--- src/rtl/seg_scan_display.sv ---
// seg_scan_display
//   Shows a 16-bit word as four hex digits on a common-anode 7-segment
//   display. One digit is driven at a time. A new word is held in a
//   pending register and copied to the display register only at a frame
//   boundary, so a frame never shows a mix of old and new digits.
//
// Ports
//   clk         system clock
//   reset       asynchronous, active-high reset
//   data_in     word to display; nibble i drives digit i (digit 0 = LSN)
//   data_valid  one-cycle strobe that captures data_in and dp_in
//   dp_in       decimal point for each digit, captured with data_in
//   an          digit enables, one-hot when active
//   seg         segments {g,f,e,d,c,b,a}
//   dp          decimal point of the active digit
//   frame_done  one-cycle pulse in the cycle after each frame boundary
//   pending     a captured word is waiting for the next frame boundary
//
// Optional feature
//   SEG_LEADING_ZERO_BLANK_EN: when defined, digits 3..1 are blanked while
//   that digit and all more-significant digits are zero. The anode is
//   still scanned for a blanked digit. Digit 0 is never blanked.
module seg_scan_display #(
    parameter int SCAN_DIV       = 100000,
    parameter int BLANK_CYCLES   = 16,
    parameter int SEG_ACTIVE_LOW = 1
) (
    input  logic        clk,
    input  logic        reset,
    input  logic [15:0] data_in,
    input  logic        data_valid,
    input  logic [3:0]  dp_in,
    output logic [3:0]  an,
    output logic [6:0]  seg,
    output logic        dp,
    output logic        frame_done,
    output logic        pending
);

    localparam int              CNT_W     = $clog2(SCAN_DIV);
    localparam logic [CNT_W-1:0] CNT_LAST = CNT_W'(SCAN_DIV - 1);
    localparam logic [CNT_W-1:0] BLANK_END = CNT_W'(BLANK_CYCLES);
    localparam logic            INV       = (SEG_ACTIVE_LOW != 0);

    logic [CNT_W-1:0] div_cnt;
    logic [1:0]       idx;
    logic [15:0]      display_reg;
    logic [3:0]       dp_reg;
    logic [15:0]      pend_data;
    logic [3:0]       pend_dp;
    logic             pend_flag;
    logic             boundary;

    logic [3:0]       digit_val;
    logic             lz_blank;
    logic [3:0]       an_next;
    logic [6:0]       seg_next;
    logic             dp_next;

    // Active-high hex to {g,f,e,d,c,b,a}.
    function automatic logic [6:0] hexdecode(input logic [3:0] v);
        case (v)
            4'h0: hexdecode = 7'b0111111;
            4'h1: hexdecode = 7'b0000110;
            4'h2: hexdecode = 7'b1011011;
            4'h3: hexdecode = 7'b1001111;
            4'h4: hexdecode = 7'b1100110;
            4'h5: hexdecode = 7'b1101101;
            4'h6: hexdecode = 7'b1111101;
            4'h7: hexdecode = 7'b0000111;
            4'h8: hexdecode = 7'b1111111;
            4'h9: hexdecode = 7'b1101111;
            4'hA: hexdecode = 7'b1110111;
            4'hB: hexdecode = 7'b1111100;
            4'hC: hexdecode = 7'b0111001;
            4'hD: hexdecode = 7'b1011110;
            4'hE: hexdecode = 7'b1111001;
            default: hexdecode = 7'b1110001;
        endcase
    endfunction

    assign boundary = (div_cnt == CNT_LAST) && (idx == 2'd3);
    assign pending  = pend_flag;

    // Slot timer and digit index
    always_ff @(posedge clk or posedge reset) begin
        if (reset) begin
            div_cnt <= '0;
            idx     <= 2'd0;
        end else if (div_cnt == CNT_LAST) begin
            div_cnt <= '0;
            idx     <= idx + 2'd1;
        end else begin
            div_cnt <= div_cnt + 1'b1;
        end
    end

    // Capture and frame-boundary transfer. A strobe that lands on the
    // boundary bypasses the pending register, so pend_flag ends cleared.
    always_ff @(posedge clk or posedge reset) begin
        if (reset) begin
            pend_data   <= '0;
            pend_dp     <= '0;
            pend_flag   <= 1'b0;
            display_reg <= '0;
            dp_reg      <= '0;
            frame_done  <= 1'b0;
        end else begin
            frame_done <= boundary;
            if (data_valid) begin
                pend_data <= data_in;
                pend_dp   <= dp_in;
            end
            if (boundary) begin
                pend_flag <= 1'b0;
                if (data_valid) begin
                    display_reg <= data_in;
                    dp_reg      <= dp_in;
                end else if (pend_flag) begin
                    display_reg <= pend_data;
                    dp_reg      <= pend_dp;
                end
            end else if (data_valid) begin
                pend_flag <= 1'b1;
            end
        end
    end

    assign digit_val = display_reg[{idx, 2'b00} +: 4];

`ifdef SEG_LEADING_ZERO_BLANK_EN
    always_comb begin
        lz_blank = 1'b0;
        case (idx)
            2'd3: lz_blank = (display_reg[15:12] == 4'h0);
            2'd2: lz_blank = (display_reg[15:8]  == 8'h00);
            2'd1: lz_blank = (display_reg[15:4]  == 12'h000);
            default: lz_blank = 1'b0;
        endcase
    end
`else
    assign lz_blank = 1'b0;
`endif

    // Next-state outputs in active-high form; polarity applied at the register.
    always_comb begin
        an_next  = 4'b0000;
        seg_next = 7'b0000000;
        dp_next  = 1'b0;
        if (div_cnt >= BLANK_END) begin
            an_next = 4'b0001 << idx;
            if (!lz_blank) begin
                seg_next = hexdecode(digit_val);
                dp_next  = dp_reg[idx];
            end
        end
    end

    // Output register stage
    always_ff @(posedge clk or posedge reset) begin
        if (reset) begin
            an  <= {4{INV}};
            seg <= {7{INV}};
            dp  <= INV;
        end else begin
            an  <= an_next ^ {4{INV}};
            seg <= seg_next ^ {7{INV}};
            dp  <= dp_next ^ INV;
        end
    end

endmodule

--- config.mk ---
export PLATFORM = sky130hd
export DESIGN_NAME = seg_scan_display
export DESIGN_NICKNAME = d
export VERILOG_FILES = /design/src/rtl/seg_scan_display.sv
export SDC_FILE = /design/constraint.sdc
export NUM_CORES = 1
export LEC_CHECK = 0
export BUFFER_PORTS_ARGS = -buffer_cell sky130_fd_sc_hd__buf_2
export CAP_MARGIN = 20
export CORE_ASPECT_RATIO = 1.1
export CORE_MARGIN = 2
export CORE_UTILIZATION = 50
export CTS_BUF_LIST = sky130_fd_sc_hd__clkbuf_8
export DETAILED_ROUTE_END_ITERATION = 12
export GPL_TIMING_DRIVEN = 0
export PLACE_DENSITY = 0.7
export SETUP_SLACK_MARGIN = 0.1
export SLEW_MARGIN = 20
export SYNTH_ARGS = -nofsm -noshare
export SYNTH_HDL_FRONTEND = slang
export SYNTH_SLANG_ARGS = --single-unit
export TNS_END_PERCENT = 30
--- constraint.sdc ---
create_clock -name clk -period 6.15 [get_ports clk]
set_clock_uncertainty 0.05 [all_clocks]
set_input_delay 1.23 -clock clk [delete_from_list [all_inputs] [get_ports clk]]
set_output_delay 1.23 -clock clk [all_outputs]
set_load 0.1 [all_outputs]
==> results of run 1 <==
[cell families (layout without fill, tap and decap cells)]
| family | count (synthesis) | after routing | share of synthesized area, % |
|---|---|---|---|
| AO/OA/AOI/OAI | 13 | 13 | 2.73 |
| multiplexers | 48 | 48 | 20.4 |
| XOR/XNOR | 15 | 15 | 3.93 |
| buffers and inverters | 22 | 75 | 3.11 |
| AND/OR/NAND/NOR | 60 | 60 | 10.2 |
| flip-flops | 73 | 73 | 55.1 |
| adder cells (fa/ha/maj) | 12 | 12 | 4.49 |
[worst reg2reg max path: stages (launching register included)]
cell and delay [ns]:
sky130_fd_sc_hd__dfrtp_1 0.38, sky130_fd_sc_hd__buf_2 0.25, sky130_fd_sc_hd__mux4_2 0.62, sky130_fd_sc_hd__inv_1 0.18
sky130_fd_sc_hd__ha_1 0.16, sky130_fd_sc_hd__inv_1 0.05, sky130_fd_sc_hd__mux4_2 0.44, sky130_fd_sc_hd__inv_1 0.07
sky130_fd_sc_hd__nand2_1 0.05
[layout make-up]
class	count	area, um2
timing repair buffer	37	208
buffer	9	55.1
clock buffer	10	138
tap	82	103
clock inverter	6	66.3
multi-input combinational	148	1400
fill	533	2660
inverter	13	51.3
sequential	73	1840
[cells in the final DEF, fill, tap and decap left out, types with 3 or more instances in the layout]
master / Yosys / layout
sky130_fd_sc_hd__xnor2_1: 5 / 5
sky130_fd_sc_hd__xor2_1: 10 / 10
sky130_fd_sc_hd__a21oi_1: 4 / 4
sky130_fd_sc_hd__ha_1: 12 / 12
sky130_fd_sc_hd__clkbuf_8: 0 / 10
sky130_fd_sc_hd__buf_2: 2 / 38
sky130_fd_sc_hd__nand3_1: 5 / 5
sky130_fd_sc_hd__clkinvlp_4: 0 / 3
sky130_fd_sc_hd__inv_1: 13 / 12
sky130_fd_sc_hd__clkbuf_1: 4 / 4
sky130_fd_sc_hd__o221ai_1: 5 / 5
sky130_fd_sc_hd__mux2_4: 20 / 20
sky130_fd_sc_hd__mux4_2: 6 / 6
sky130_fd_sc_hd__nor2_1: 13 / 13
sky130_fd_sc_hd__nand4_1: 4 / 4
sky130_fd_sc_hd__dfrtp_1: 61 / 61
sky130_fd_sc_hd__nand2_1: 15 / 15
sky130_fd_sc_hd__and2_1: 3 / 3
sky130_fd_sc_hd__and3_1: 3 / 3
sky130_fd_sc_hd__dfstp_2: 12 / 12
sky130_fd_sc_hd__mux2_2: 21 / 21
[where the power goes]
part	switching [uW]	internal [uW]	total, uW
Clock	182	199	381
Sequential	3.04	493	496
Combinational	21.3	19.5	40.8
[per-stage QoR]
stage / std cells / power [uW] / util, % / instance area, um2 / hold slack (ns)
2_1_floorplan: 243 / 530 / - / 3340 / 0.394
6_report: 378 / 918 / 59.2 / 3860 / 0.431
3_3_place_gp: 361 / 543 / 55.6 / 3620 / 0.415
4_1_cts: 378 / 928 / 59.2 / 3860 / 0.436
3_5_place_dp: 362 / 548 / 56.1 / 3650 / 0.426
5_1_grt: 378 / 957 / 59.2 / 3860 / 0.462
[path summary, 6_finish.rpt]
kind	to	slack [ns]
worst max-delay path	dp	3.58
worst min-delay path	div_cnt[0]	0.43
worst max register to register	seg[3]	3.83
worst min register to register	div_cnt[0]	0.43
max in group asynchronous	dp	4.68
min in group asynchronous	idx[0]	0.79
[metal layers]
layer | global-route usage (%) | wire (um)
met1 | 24.3 | 2610
met2 | 28.3 | 2860
met3 | 4.92 | 257
met4 | 6.81 | 95
met5 | 0 | 0
==> Flow_metrics.wiki, run 1 <==
{| class="wikitable"
! Metric !! Value
|-
| Delay contributed by the slowest stage of the critical path || 0.53 ns
|-
| Clock transition at path regs || 0.09 ns
|-
| Vias || 2003
|-
| Total power density per cell area || 238 nW/um2
|-
| Number of buffers between clock root and the deepest sink || 2
|-
| Count of H-tree levels built during CTS || 3
|-
| Arrival time at the worst endpoint || 1.29 ns
|-
| Number of logic stages on the critical path including buffering || 1
|-
| Die height || 89.7 um
|-
| N_diodes || 0
|-
| Rows || 31
|-
| Layout cells sized above 1 || 42.2%
|-
| R2R cell count || 8
|-
| Worst-Skew Late Latency || 0.34 ns
|-
| Layout Area Growth over Synthesis || 15.5%
|-
| Post-synthesis sequential area ratio || 55.1%
|-
| Post-route antenna net violation count || 0
|-
| Setup-failing EPs final || 0
|-
| Total setup buffers inserted after CTS || 0
|-
| Gpl congestion || 0.761
|-
| Number of violations reported at the end of detailed-routing iteration 0 || 90
|-
| Nature of the critical path startpoint || flip-flop
|-
| Total negative slack || 0 ns
|-
| IR Drop Worst-Case VDD || 0.129 mV
|-
| Actual transition at the worst max-transition pin || 0.627 ns
|-
| Input/output buffers || 36
|-
| Antenna violations before repair || 0
|-
| Launch instance of the worst min-delay path || div_cnt[0]
|-
| Share of flip-flops with an asynchronous set or reset after synthesis || 100%
|-
| DP Wirelength || 4140 um
|-
| Effective utilization at floorplan || 51.3%
|-
| Setup repair after global routing missed its margin || no
|-
| Number of buffers added by the clock tree synthesis step || 9
|-
| Post-route DRC || 0
|-
| Top flip-flop cell by instance count after synthesis || sky130_fd_sc_hd__dfrtp_1
|-
| Setup slack of the critical path after layout || 3.58 ns
|-
| Pre-CTS setup slack || 3.41 ns
|-
| Minimum clock period after layout || 2.57 ns
|-
| Most repeated cell in the gate-level netlist after synthesis || sky130_fd_sc_hd__dfrtp_1
|-
| Max frequency || 389 MHz
|-
| CP Class || reg -> out
|-
| Period Utilization, post-route || 41.8%
|-
| Clock tree from TritonCTS || built
|-
| Count of flip-flops with a built-in enable after synthesis || 0
|-
| Largest delay contributor family on the critical path || flip-flops
|-
| Wire length per cell || 15.4 um
|-
| X dimension of the die || 82.0 um
|-
| Via count of the first global-routing pass || 2114
|-
| Global-route total usage across every layer || 18.2%
|-
| Mapped Cells || 243
|-
| Synth Net Count || 278
|-
| Num ports || 37
|-
| Layout Nets || 326
|-
| Endpoint class of the critical path || primary output
|-
| CP max stage cell || sky130_fd_sc_hd__dfstp_2
|-
| Average instance area after synthesis || 13.8 um2
|-
| Root buf cell || sky130_fd_sc_hd__clkbuf_8
|-
| Beginning of the worst register-to-register path || idx[0]
|-
| Leakage power || 0.00185 uW
|-
| Count of warnings emitted by yosys || 0
|-
| Worst min path class || reg -> reg
|-
| Hold Buf Count CTS || 0
|-
| Register bit total from synthesis || 73
|-
| Worst path cell trace || buf_2
|-
| Pin count of the biggest net entering global routing || 52
|-
| Cell taking the most area after synthesis || sky130_fd_sc_hd__dfrtp_1
|-
| Final Slew Violations || 0
|-
| Share of the synthesized area in the top cell type || 45.7%
|-
| Wire length reported by the detailed router || 5820 um
|-
| Number of distinct library cell variants in the gate-level netlist after synthesis || 39
|-
| DIE AREA || 7350 um2
|-
| Maximum Capacitance Violations || 0
|-
| Clock sink count || 73
|-
| Leftover overflow at the end of global routing || 0
|-
| Maximum net fanout on the critical path || 1
|-
| Wire length of the first global-routing pass || 10200 um
|-
| Slew HR || 58.2%
|-
| Cells on Worst Hold Path || 1
|-
| Cell types with the highest counts after synthesis || sky130_fd_sc_hd__dfrtp_1 (61), sky130_fd_sc_hd__mux2_2 (21), sky130_fd_sc_hd__mux2_4 (20)
|-
| CP Launch Point || dp
|-
| Worst Path Buf+Inv || 1
|-
| 1st-pass router iterations || 4
|-
| Number of flip-flops in the largest register || 17
|-
| Post-Syn Area || 3340 um2
|-
| Vias per Instance || 5.30
|-
| Number of cells upsized or downsized after cts || 0
|-
| Required time reported for the critical path endpoint || 4.87 ns
|-
| Core outline area || 6520 um2
|-
| Main area contributors after synthesis || sky130_fd_sc_hd__dfrtp_1 (46%), sky130_fd_sc_hd__dfstp_2 (9.4%), sky130_fd_sc_hd__mux2_4 (9.0%)
|-
| Final number of hold-violating endpoints || 0
|-
| Status || finished, final reports clean
|}
No activity file was read; power rests on OpenSTA's default activity.
==> run 2, diff against run 1 <==
Settings changed: ABC_AREA set to 1, PLACE_DENSITY 0.7 to 0.72.
Clock period 6.15 ns to 2.3 ns, I/O delays scaled along.
==> run 2 against run 1 <==
Against the previous run: global-route usage is 3.2 points higher; die area grew 11%; power rose to 2.9 times the previous value; sequential power grew to 2.7 times the previous value; combinational power rose to 2.6 times the previous value; synthesized cell count grew 83%; routed wire length up 35%; worst hold slack lost 0.36 ns; via count up 51%; non-clock buffer count rose by 9; sequential share of layout area fell by 4.7 points; core utilization is 1.2 points higher; critical path type is now reg -> reg; largest cell class unchanged.
==> Flow_metrics.wiki, run 2 <==
{| class="wikitable"
! Metric !! Value
|-
| 1st-pass router iterations || 5
|-
| Leakage power || 0.00223 uW
|-
| Setup repair after global routing missed its margin || no
|-
| Wire length reported by the detailed router || 7840 um
|-
| Antenna violations before repair || 0
|-
| Beginning of the worst register-to-register path || idx[0]
|-
| Synth Net Count || 480
|-
| X dimension of the die || 86.2 um
|-
| Total negative slack || 0 ns
|-
| DP Wirelength || 5780 um
|-
| Count of flip-flops with a built-in enable after synthesis || 0
|-
| Rows || 32
|-
| Total power density per cell area || 615 nW/um2
|-
| Arrival time at the worst endpoint || 2.05 ns
|-
| CP Launch Point || idx[0]
|-
| R2R cell count || 10
|-
| Required time reported for the critical path endpoint || 2.52 ns
|-
| Via count of the first global-routing pass || 2929
|-
| Most common cell after layout, fill and taps aside || sky130_fd_sc_hd__nand2_1
|-
| Number of flip-flops in the largest register || 17
|-
| Top library cells by usage in the layout, fill and taps aside || sky130_fd_sc_hd__nand2_1 (157), sky130_fd_sc_hd__dfrtp_1 (61), sky130_fd_sc_hd__buf_2 (41), sky130_fd_sc_hd__nand3_1 (34)
|-
| Number of buffers added by the clock tree synthesis step || 9
|-
| Clock tree from TritonCTS || built
|-
| Endpoint class of the critical path || flip-flop
|-
| Count of warnings emitted by yosys || 0
|-
| DIE AREA || 8130 um2
|-
| Core outline area || 7090 um2
|-
| Die height || 94.4 um
|-
| Hold Buf Count CTS || 0
|-
| Clock transition at path regs || 0.07 ns
|-
| Cell taking the most area after synthesis || sky130_fd_sc_hd__dfrtp_1
|-
| Number of distinct library cell variants in the gate-level netlist after synthesis || 34
|-
| Slew HR || 66.5%
|-
| Maximum net fanout on the critical path || 10
|-
| Top flip-flop cell by instance count after synthesis || sky130_fd_sc_hd__dfrtp_1
|-
| Worst min path class || in -> async
|-
| Average instance area after synthesis || 8.34 um2
|-
| Post-route DRC || 0
|-
| Pin count of the biggest net entering global routing || 30
|-
| Count of H-tree levels built during CTS || 3
|-
| Root buf cell || sky130_fd_sc_hd__clkbuf_8
|-
| Final Slew Violations || 0
|-
| Effective utilization at floorplan || 52.4%
|-
| N_diodes || 0
|-
| Most repeated cell in the gate-level netlist after synthesis || sky130_fd_sc_hd__nand2_1
|-
| Share of the synthesized area in the top cell type || 41.1%
|-
| Main area contributors after synthesis || sky130_fd_sc_hd__dfrtp_1 (41%), sky130_fd_sc_hd__nand2_1 (16%), sky130_fd_sc_hd__dfstp_2 (8.5%)
|-
| Layout Area Growth over Synthesis || 15.4%
|-
| Number of violations reported at the end of detailed-routing iteration 0 || 83
|-
| Cell types with the highest counts after synthesis || sky130_fd_sc_hd__nand2_1 (157), sky130_fd_sc_hd__dfrtp_1 (61), sky130_fd_sc_hd__nand3_1 (34)
|-
| Post-synthesis sequential area ratio || 49.6%
|-
| Layout cells sized above 1 || 21.1%
|-
| Clock sink count || 73
|-
| Number of standard cells in the layout, taps in and fillers out || 583
|-
| Placement-stage cell area || 4040 um2
|-
| Cells after DPL || 568
|-
| Share of flip-flops with an asynchronous set or reset after synthesis || 100%
|-
| Number of cells upsized or downsized after cts || 0
|-
| Post-route cell area || 4280 um2
|-
| Num ports || 37
|-
| Input/output buffers || 36
|-
| Actual transition at the worst max-transition pin || 0.499 ns
|-
| Worst-Skew Late Latency || 0.34 ns
|-
| CP Class || reg -> reg
|-
| Register-to-register setup slack || 0.47 ns
|-
| Minimum clock period after layout || 1.83 ns
|-
| Period Utilization, post-route || 79.8%
|-
| IR Drop Worst-Case VDD || 0.302 mV
|-
| Max frequency || 545 MHz
|-
| Wire length per cell || 13.5 um
|-
| Post-route antenna net violation count || 0
|-
| Global-route total usage across every layer || 21.4%
|-
| Mapped Cells || 445
|-
| Register bit total from synthesis || 73
|-
| Final number of hold-violating endpoints || 0
|-
| Leftover overflow at the end of global routing || 0
|-
| Wire length of the first global-routing pass || 13500 um
|-
| Maximum Capacitance Violations || 0
|-
| Number of buffers between clock root and the deepest sink || 2
|-
| Setup-failing EPs final || 0
|-
| Nature of the critical path startpoint || flip-flop
|-
| Pre-CTS setup slack || 0.478 ns
|-
| Vias per Instance || 5.19
|-
| Total setup buffers inserted after CTS || 0
|-
| Post-Syn Area || 3710 um2
|-
| Gpl congestion || 0.897
|-
| Layout Nets || 529
|-
| Status || finished, final reports clean
|-
| Setup slack of the critical path after layout || 0.466 ns
|-
| End of the worst register-to-register path || seg[3]
|-
| Vias || 3023
|}
==> run 2: cell count changes in the layout (fill, tap and decap cells not counted), sizes merged, moves of 5 or more <==
cell,delta
o21ai,+8
nand4,+24
mux2,-41
nand2,+147
o221ai,-5
inv,+24
buf,+7
nor2,+25
xnor2,-5
nand3,+32
nor3,+10
mux4,-6
==> run 2: logic make-up after synthesis <==
logic type,after synthesis,share of synthesized area [%]
compound gates,11,1.52
xor+xnor,10,2.36
fa+ha+maj,12,4.04
buf+inv,57,7.45
flops,73,49.6
simple gates,282,35.0
==> run 2: worst max-delay path by stage <==
stage,end,slack [ns]
after floorplan,display_reg[10],0.54
after global placement,pend_dp[2],0.49
after detailed placement,seg[3],0.48
after CTS,seg[3],0.47
after global routing,seg[5],0.29
final,seg[3],0.47
==> run 2: power breakdown <==
part / internal, uW / total [uW] / leakage (uW) / switching, uW
Sequential: 1310 / 1320 / 0.000922 / 8.60
Combinational: 36.0 / 106 / 0.00119 / 70.2
Clock: 744 / 1200 / 0.000122 / 459
Total: 2090 / 2630 / 0.00223 / 538
==> run 2: per-layer routing <==
layer | wire (um) | vias to the layer above | GRT usage [%]
met2 | 3630 | 72 | 34.2
li1 | - | 1515 | -
met5 | 0 | - | 0
met1 | 3670 | 1420 | 28.0
met4 | 193 | 0 | 10.4
met3 | 350 | 16 | 3.85
==> run 2: final cells by class <==
cell class	instances	area, um2
Inverter	40	155
Buffer	17	125
Timing Repair Buffer	38	220
Clock inverter	5	104
Sequential cell	73	1840
Multi-Input combinational cell	315	1590
Fill cell	635	2800
Tap cell	85	106
Clock buffer	10	138
==> run 2: metrics by stage <==
step	utilization (%)	hold slack [ns]	power, uW
2_1_floorplan	-	0.384	1410
3_3_place_gp	56.5	0.399	1440
3_5_place_dp	57.0	0.409	1460
4_1_cts	60.5	0.0707	2660
5_1_grt	60.5	0.0983	2720
6_report	60.5	0.0718	2630
==> run 2: worst max-delay path, stage by stage, from the launching register on <==
cell	delay, ns
sky130_fd_sc_hd__dfrtp_1	0.44
sky130_fd_sc_hd__buf_4	0.20
sky130_fd_sc_hd__nand2_1	0.07
sky130_fd_sc_hd__nand3_1	0.07
sky130_fd_sc_hd__nand2_1	0.21
sky130_fd_sc_hd__inv_1	0.13
sky130_fd_sc_hd__ha_1	0.25
sky130_fd_sc_hd__inv_1	0.11
sky130_fd_sc_hd__nand2_1	0.08
sky130_fd_sc_hd__nand3_1	0.08
sky130_fd_sc_hd__nand3_1	0.07
